File: config.mk
export PLATFORM = sky130hd
export DESIGN_NAME = branch_predictor
export DESIGN_NICKNAME = d
export VERILOG_FILES = /design/src/rtl/bp_pkg.sv /design/src/rtl/sat_counter2.sv /design/src/rtl/branch_predictor.sv
export SDC_FILE = /design/constraint.sdc
export NUM_CORES = 2
export LEC_CHECK = 0
export BUFFER_PORTS_ARGS = -buffer_cell sky130_fd_sc_hd__buf_2
export CAP_MARGIN = 5
export CORE_AREA = 2 2 254 445
export DETAILED_ROUTE_END_ITERATION = 7
export DIE_AREA = 0 0 256 447
export GPL_ROUTABILITY_DRIVEN = 0
export PLACE_DENSITY = 0.69
export SETUP_SLACK_MARGIN = 0.1
export SYNTH_ARGS = -nofsm -noshare
export SYNTH_HDL_FRONTEND = slang
export SYNTH_SLANG_ARGS = --single-unit
File: constraint.sdc
create_clock -name clk_i -period 3.75 [get_ports clk_i]
set_input_delay 0.1875 -clock clk_i [delete_from_list [all_inputs] [get_ports clk_i]]
set_output_delay 0.1875 -clock clk_i [all_outputs]
set_load 0.005 [all_outputs]
File: src/rtl/bp_pkg.sv
// Shared types for the branch predictor: 2-bit counter encodings and the
// per-entry control state kept in the history table.
package bp_pkg;

  typedef enum logic [1:0] {
    CTR_SNT = 2'b00,
    CTR_WNT = 2'b01,
    CTR_WT  = 2'b10,
    CTR_ST  = 2'b11
  } ctr_e;

  localparam ctr_e CTR_ALLOC = CTR_WT;
  localparam ctr_e CTR_RESET = CTR_WNT;

  // Tag and target widths depend on the top's parameters, so they live beside this.
  typedef struct packed {
    logic valid;
    ctr_e ctr;
  } bp_entry_t;

endpackage

File: src/rtl/sat_counter2.sv
// Two-bit saturating up/down counter step used when training a table entry.
module sat_counter2
  import bp_pkg::*;
(
  input  ctr_e ctr,
  input  logic up,
  output ctr_e nxt
);

  always_comb begin
    nxt = ctr;
    if (up) begin
      if (ctr != CTR_ST) nxt = ctr_e'(ctr + 2'd1);
    end else begin
      if (ctr != CTR_SNT) nxt = ctr_e'(ctr - 2'd1);
    end
  end

endmodule

File: src/rtl/branch_predictor.sv
// Direct-mapped BHT + BTB: combinational next-PC prediction in IF, training
// from resolved branches, mispredict flag and saturating statistics.
module branch_predictor
  import bp_pkg::*;
#(
  parameter int XLEN  = 32,
  parameter int IDX_W = 4,
  parameter int CNT_W = 32
) (
  input  logic             clk_i,
  input  logic             rst_i,
  input  logic             lookup_valid_i,
  input  logic [XLEN-1:0]  if_pc_i,
  output logic             pred_taken_o,
  output logic [XLEN-1:0]  pred_pc_o,
  input  logic             upd_valid_i,
  input  logic [XLEN-1:0]  upd_pc_i,
  input  logic             upd_taken_i,
  input  logic [XLEN-1:0]  upd_target_i,
  input  logic             upd_pred_taken_i,
  input  logic [XLEN-1:0]  upd_pred_pc_i,
  output logic             mispredict_o,
  input  logic             clear_i,
  output logic [CNT_W-1:0] lookup_cnt_o,
  output logic [CNT_W-1:0] hit_cnt_o,
  output logic [CNT_W-1:0] mispred_cnt_o
);

  localparam int DEPTH = 1 << IDX_W;
  localparam int TAG_W = XLEN - IDX_W - 2;

  function automatic logic [CNT_W-1:0] sat_inc(input logic [CNT_W-1:0] c, input logic en);
    return (en && (c != '1)) ? c + CNT_W'(1) : c;
  endfunction

  bp_entry_t        meta_q [DEPTH];
  logic [TAG_W-1:0] tag_q  [DEPTH];
  logic [XLEN-1:0]  tgt_q  [DEPTH];
  logic [CNT_W-1:0] lookup_cnt_q, hit_cnt_q, mispred_cnt_q;

  logic [IDX_W-1:0] lk_idx, up_idx;
  logic [TAG_W-1:0] lk_tag, up_tag;
  logic             lk_hit, up_hit;
  logic [XLEN-1:0]  up_exp_pc;
  ctr_e             ctr_next;
  logic             unused_pc_bits;

  assign lk_idx = if_pc_i[IDX_W+1:2];
  assign lk_tag = if_pc_i[XLEN-1:IDX_W+2];
  assign up_idx = upd_pc_i[IDX_W+1:2];
  assign up_tag = upd_pc_i[XLEN-1:IDX_W+2];
  assign unused_pc_bits = ^{if_pc_i[1:0], upd_pc_i[1:0]};

  assign lk_hit       = meta_q[lk_idx].valid && (tag_q[lk_idx] == lk_tag);
  assign pred_taken_o = lookup_valid_i && lk_hit &&
                        ((meta_q[lk_idx].ctr == CTR_WT) || (meta_q[lk_idx].ctr == CTR_ST));
  assign pred_pc_o    = pred_taken_o ? tgt_q[lk_idx] : if_pc_i + XLEN'(4);

  assign up_hit       = meta_q[up_idx].valid && (tag_q[up_idx] == up_tag);
  assign up_exp_pc    = upd_taken_i ? upd_target_i : upd_pc_i + XLEN'(4);
  assign mispredict_o = upd_valid_i &&
                        ((upd_taken_i != upd_pred_taken_i) || (up_exp_pc != upd_pred_pc_i));

  sat_counter2 u_ctr (
    .ctr (meta_q[up_idx].ctr),
    .up  (upd_taken_i),
    .nxt (ctr_next)
  );

  // Table write port; clear takes priority and drops a coincident update.
  always_ff @(posedge clk_i or negedge rst_i) begin
    if (!rst_i) begin
      for (int i = 0; i < DEPTH; i++) begin
        meta_q[i] <= '{valid: 1'b0, ctr: CTR_RESET};
        tag_q[i]  <= '0;
        tgt_q[i]  <= '0;
      end
    end else if (clear_i) begin
      for (int i = 0; i < DEPTH; i++) meta_q[i].valid <= 1'b0;
    end else if (upd_valid_i) begin
      if (up_hit) begin
        meta_q[up_idx].ctr <= ctr_next;
        if (upd_taken_i) tgt_q[up_idx] <= upd_target_i;
      end else if (upd_taken_i) begin
        meta_q[up_idx] <= '{valid: 1'b1, ctr: CTR_ALLOC};
        tag_q[up_idx]  <= up_tag;
        tgt_q[up_idx]  <= upd_target_i;
      end
    end
  end

  always_ff @(posedge clk_i or negedge rst_i) begin
    if (!rst_i) begin
      lookup_cnt_q  <= '0;
      hit_cnt_q     <= '0;
      mispred_cnt_q <= '0;
    end else begin
      lookup_cnt_q  <= sat_inc(lookup_cnt_q, lookup_valid_i);
      hit_cnt_q     <= sat_inc(hit_cnt_q, lookup_valid_i && lk_hit);
      mispred_cnt_q <= sat_inc(mispred_cnt_q, mispredict_o);
    end
  end

  assign lookup_cnt_o  = lookup_cnt_q;
  assign hit_cnt_o     = hit_cnt_q;
  assign mispred_cnt_o = mispred_cnt_q;

endmodule

# Yosys cells after proc, flatten, opt, wreduce, memory -nomap -nowiden
# Index checks and enable logic that the tools add are counted.
# word_totals
register_bits	1072
out_inout_bits	130
elab_cells	163
# op_classes
n_addsub	7
magnitude_cmp	3
n_eq_ne	10
n_mux	50
bitwise	7
n_reduce_logical	19
# ops
operator	n
bitwise mux 512 bit	1
bitwise mux 416 bit	1
binary-select mux 26 bit (select 4 bit)	2
2-to-1 mux 32 bit	5
2-to-1 mux 48 bit	3
2-to-1 mux 26 bit	5
binary-select mux 32 bit (select 4 bit)	1
demux 32 bit (select 4 bit)	1
demux 26 bit (select 4 bit)	1
adder 32 x 1 -> 32 bit, second input constant	3
!= test 32 bit, second input constant	3
adder 32 x 3 -> 32 bit, second input constant	2
equality test 26 bit	2
bitwise mux 48 bit	1
!= test 32 bit	1
bitwise OR 32 bit	1
binary-select mux 3 bit (select 4 bit)	2
demux 3 bit (select 4 bit)	2
bitwise AND 16 bit	1
2-to-1 mux 1 bit	16
inverter 16 bit	1
2-to-1 mux 3 bit	5
greater-or-equal comparator 5 bit, second input constant	2
inverter 4 -> 5 bit	2
other kinds (15)	32

# Depth between registers and ports, before layout
# logic_depth
word_depth	11
ltp_mapped	16
ltp_nobuf	12

# Cells and area by module
# A second synthesis with hierarchy kept.
# hier_totals
hier_cells	4029
area_unflattened_um2	55929.9
# by_module_without_submodules
mod	instances	cells_each	area_each_um2	seq_area_each_um2
branch_predictor	1	4026	55903.6	26845.7
sat_counter2	1	3	26.3	0.0

# Worst setup path after synthesis
# Ideal clock, no wire load.
# synth_path
kind	flip-flop to output port
start	register tag_q[217] (netlist bit)
end	output pred_pc_o[18]
arrival_time_ns	3.247
required_ns	3.562
slack_ns	0.316
path_stages_with_launch	11
path_buffers	1
path_cell_list	dfrtp_1 > mux4_2 > nor2_1 > nor4_1 > or4_1 > or4b_4 > nor3b_2 > nand2_1 > nor4b_4 > buf_6 > mux2_1
# synth_between
elab_chain_cells	8
# synth_rtl
element	line	source
start: declaration	branch_predictor.sv:37	logic [TAG_W-1:0] tag_q [DEPTH];
start signal: indexed assignment	branch_predictor.sv:86	tag_q[up_idx] <= up_tag;
binary-select mux 26 bit (select 4 bit)	branch_predictor.sv:54	assign lk_hit = meta_q[lk_idx].valid && (tag_q[lk_idx] == lk_tag);
2-to-1 mux 26 bit (implied by the code) (2 in a row)	branch_predictor.sv:54	
equality test 26 bit	branch_predictor.sv:54	
logical AND 1 bit	branch_predictor.sv:54	
logical AND 1 bit (2 in a row)	branch_predictor.sv:55	assign pred_taken_o = lookup_valid_i && lk_hit &&
2-to-1 mux 32 bit	branch_predictor.sv:57	assign pred_pc_o = pred_taken_o ? tgt_q[lk_idx] : if_pc_i + XLEN'(4);
end: declaration	branch_predictor.sv:15	output logic [XLEN-1:0] pred_pc_o,
# No other way between the ends. The select of a mux whose other input is x is not followed.

# Final worst setup path
# layout_path
start	register tag_q[243] (netlist bit)
end	output pred_pc_o[28]
# Same word-level chain as after synthesis.

==> run metrics <==
die width 256 µm; Setup-failing EPs final 33; Startpoint Class register; CP max-delay cell or4b_4; DR DRC count 53; Sink Count 1072; Row Count 162; hold path depth 2; peak supply drop 0.412 mV; Final Hold Vio Count 0; HP Class primary input to register; failing checks design-rule violations, negative setup slack; PwrDens 456 nW/µm²; drt pass-1 iters 8; H-tree depth 3; Synth Instances 4012; Die Area 114000 µm²; reg2reg path depth 11; M2 GR Usage 0.550; via/cell ratio 6.55; Worst R2R End tag_q[290]; async set or reset register ratio after synthesis 1.00; Post-Syn Area 57300 µm²; RSZ-0062 raised after global routing true; cell with the most instances after synthesis dfrtp_1; initial antenna violation count 25; TritonCTS clock tree yes; grt total ovfl 0; CP max stage delay 0.54 ns; leak pwr 30.7 nW; Routed WL 195 mm; CP cell instances mux4_2 > nor2_2 > nor4_2 > or4_4 > or4b_4 > nor3b_2 > nand2_1 > nor4b_4 > buf_4 > buf_12 > buf_12 > mux2_4 > buf_6; critical path required time 3.56 ns; fin crit share 1.22; port buffer count 264; clock insertion delay at the later pin of the skew report 0.75 ns; crit path max fanout 6; Setup crit end kind output pin; Worst-path clk slew 0.07 ns; CTS root buf clkbuf_16; EDFF count, synth 0; post-DR wirelength/cell 32.3 µm; worst setup path endpoint pred_pc_o[28]; top cells by count, synth dfrtp_1 (1056), mux2_2 (729), mux4_2 (348), clkbuf_1 (206), mux2_4 (206); final setup margin -0.814 ns; WP data arrival 4.38 ns; Slew headroom 0.181; P&R area growth vs syn 17.1%; FF-to-FF Start tag_q[9]; hold_ws 0.0198 ns; Post-DRT Antenna Nets 0; CTS buffer count 99; share of cells above drive strength 1 0.493; vias in the first global route 41317; Syn Nets 4155; Detailed Route Iter0 Violations 4085; final worst path period need 4.56 ns; core box area 111000 µm²; Vias 39567; hpwl dp 128 mm; Max Freq 0.219 GHz; Synth area leader dfrtp_1; most frequent CP cell buf_12; r2r setup slk 0.11 ns; CP Launch Point tag_q[243]; GR Util met3 0.103; status finished with violations; clk buf depth 3; total power 30.6 mW; Synth Register Bits 1072; global-route wire length before repair 284 mm; die height 447 µm; sequential share of the synthesized area 0.469; Synth top area share 0.461; YS warnings 0; gr usage total 0.343; largest net degree at the start of global routing 100; Initial Utilization 0.517; max-slew violations 0; post-synth cell types 107; GRT met1 Usage 0.390; top post-synthesis cells by area dfrtp_1 (46%), mux2_2 (14%), mux4_2 (14%); crit path kind register to output pin; Worst Skew 0.0372 ns; fin nets 4617; syn_area_per_cell 14.3 µm²; num ports 265; Synth Flop Type dfrtp_1; number of max-cap violations 0; GRT busiest layer met2; slew at the pin closest to its max-slew limit 1.22 ns
==> stage by stage <==
stage	setup WS, ns	util	area [µm²]	cells	TNS [ns]
2_1_floorplan	0.316	-	57300	4012	0
3_3_place_gp	-0.341	0.561	62200	5776	-87.00
3_5_place_dp	-0.405	0.561	62200	5776	-88.53
4_1_cts	-0.741	0.602	66800	6018	-23.14
5_1_grt	-0.876	0.605	67100	6035	-27.70
6_report	-0.814	0.605	67100	6042	-25.50
==> worst min-delay path by stage <==
stage               startpoint              end  slack (ns)
2_1_floorplan            rst_i     hit_cnt_o[0]       -0.11
3_3_place_gp             rst_i  lookup_cnt_o[1]        0.34
4_1_cts        upd_target_i[6]       tgt_q[230]       0.002
6_report       upd_target_i[6]        tgt_q[38]        0.02
3_5_place_dp             rst_i  lookup_cnt_o[1]        0.34
5_1_grt        upd_target_i[7]       tgt_q[135]        0.02
==> per-layer routing <==
layer | part of all wire | wire length (µm)
met1 | 0.35 | 68100
met2 | 0.47 | 91800
met3 | 0.093 | 18200
met4 | 0.086 | 16800
met5 | 0.0017 | 326
==> critical path: cells and delay by family (launching register included) <==
family / cells / cell delay [ns]
AND/OR/NAND/NOR: 7 / 1.80
buffers and inverters: 4 / 0.58
multiplexers: 2 / 0.84
flip-flops: 1 / 0.39
==> cell type report <==
type	instances	area (µm²)
clock buffers	133	2810
fillers	8607	43800
repair buffers	705	6070
multi-input cells	2529	28600
inverters	67	254
flip-flops and latches	1072	26800
well taps	1476	1850
clock inverters	51	597
diodes	9	22.5
==> power breakdown <==
part / total (mW) / switching (mW) / internal (mW)
combinational: 5.87 / 2.73 / 3.14
sequential: 14.0 / 1.01 / 13.0
clock: 10.7 / 4.70 / 6.03
total: 30.6 / 8.44 / 22.2
==> kinds of logic (layout without fill, tap and decap cells) <==
kind of cell	after synthesis	in the layout	share of synthesized area
AO/OA/AOI/OAI	283	283	0.0369
XOR/XNOR	222	222	0.0342
adder cells (fa/ha/maj)	9	9	0.00192
buffers and inverters	421	956	0.0375
flip-flops	1072	1072	0.469
multiplexers	1440	1440	0.366
other	0	9	0
AND/OR/NAND/NOR	565	575	0.0548
==> sequential cells by signal, indices dropped and copies added, names as in the netlist <==
register	flops
tgt_q	512
tag_q	416
meta_q	48
hit_cnt_o	32
lookup_cnt_o	32
mispred_cnt_o	32
==> layout by cell type (no fill, tap or decap), types with 43 or more instances in the layout <==
cell and instances:
buf_12 80, buf_2 226, buf_4 318, buf_6 44, clkbuf_16 99, dfrtp_1 1054
inv_1 62, mux2_2 726, mux2_4 220, mux2i_1 127, mux4_2 348, nand2_1 134
nand3_1 93, nand4_1 44, nor2_1 68, o21ai_0 43, xnor2_1 151, xor2_1 70
==> what timing repair did <==
action                                  in CTS  in global routing
hold buffers                                28                  0
setup buffers                               17                 15
endpoints found under the setup margin     369                220
gates cloned                                13                  0
hold endpoints to repair                   393                  0
resized for setup                           86                 14
pin swaps                                   24                 11
Note: power is estimated with default switching activity, not from simulation.
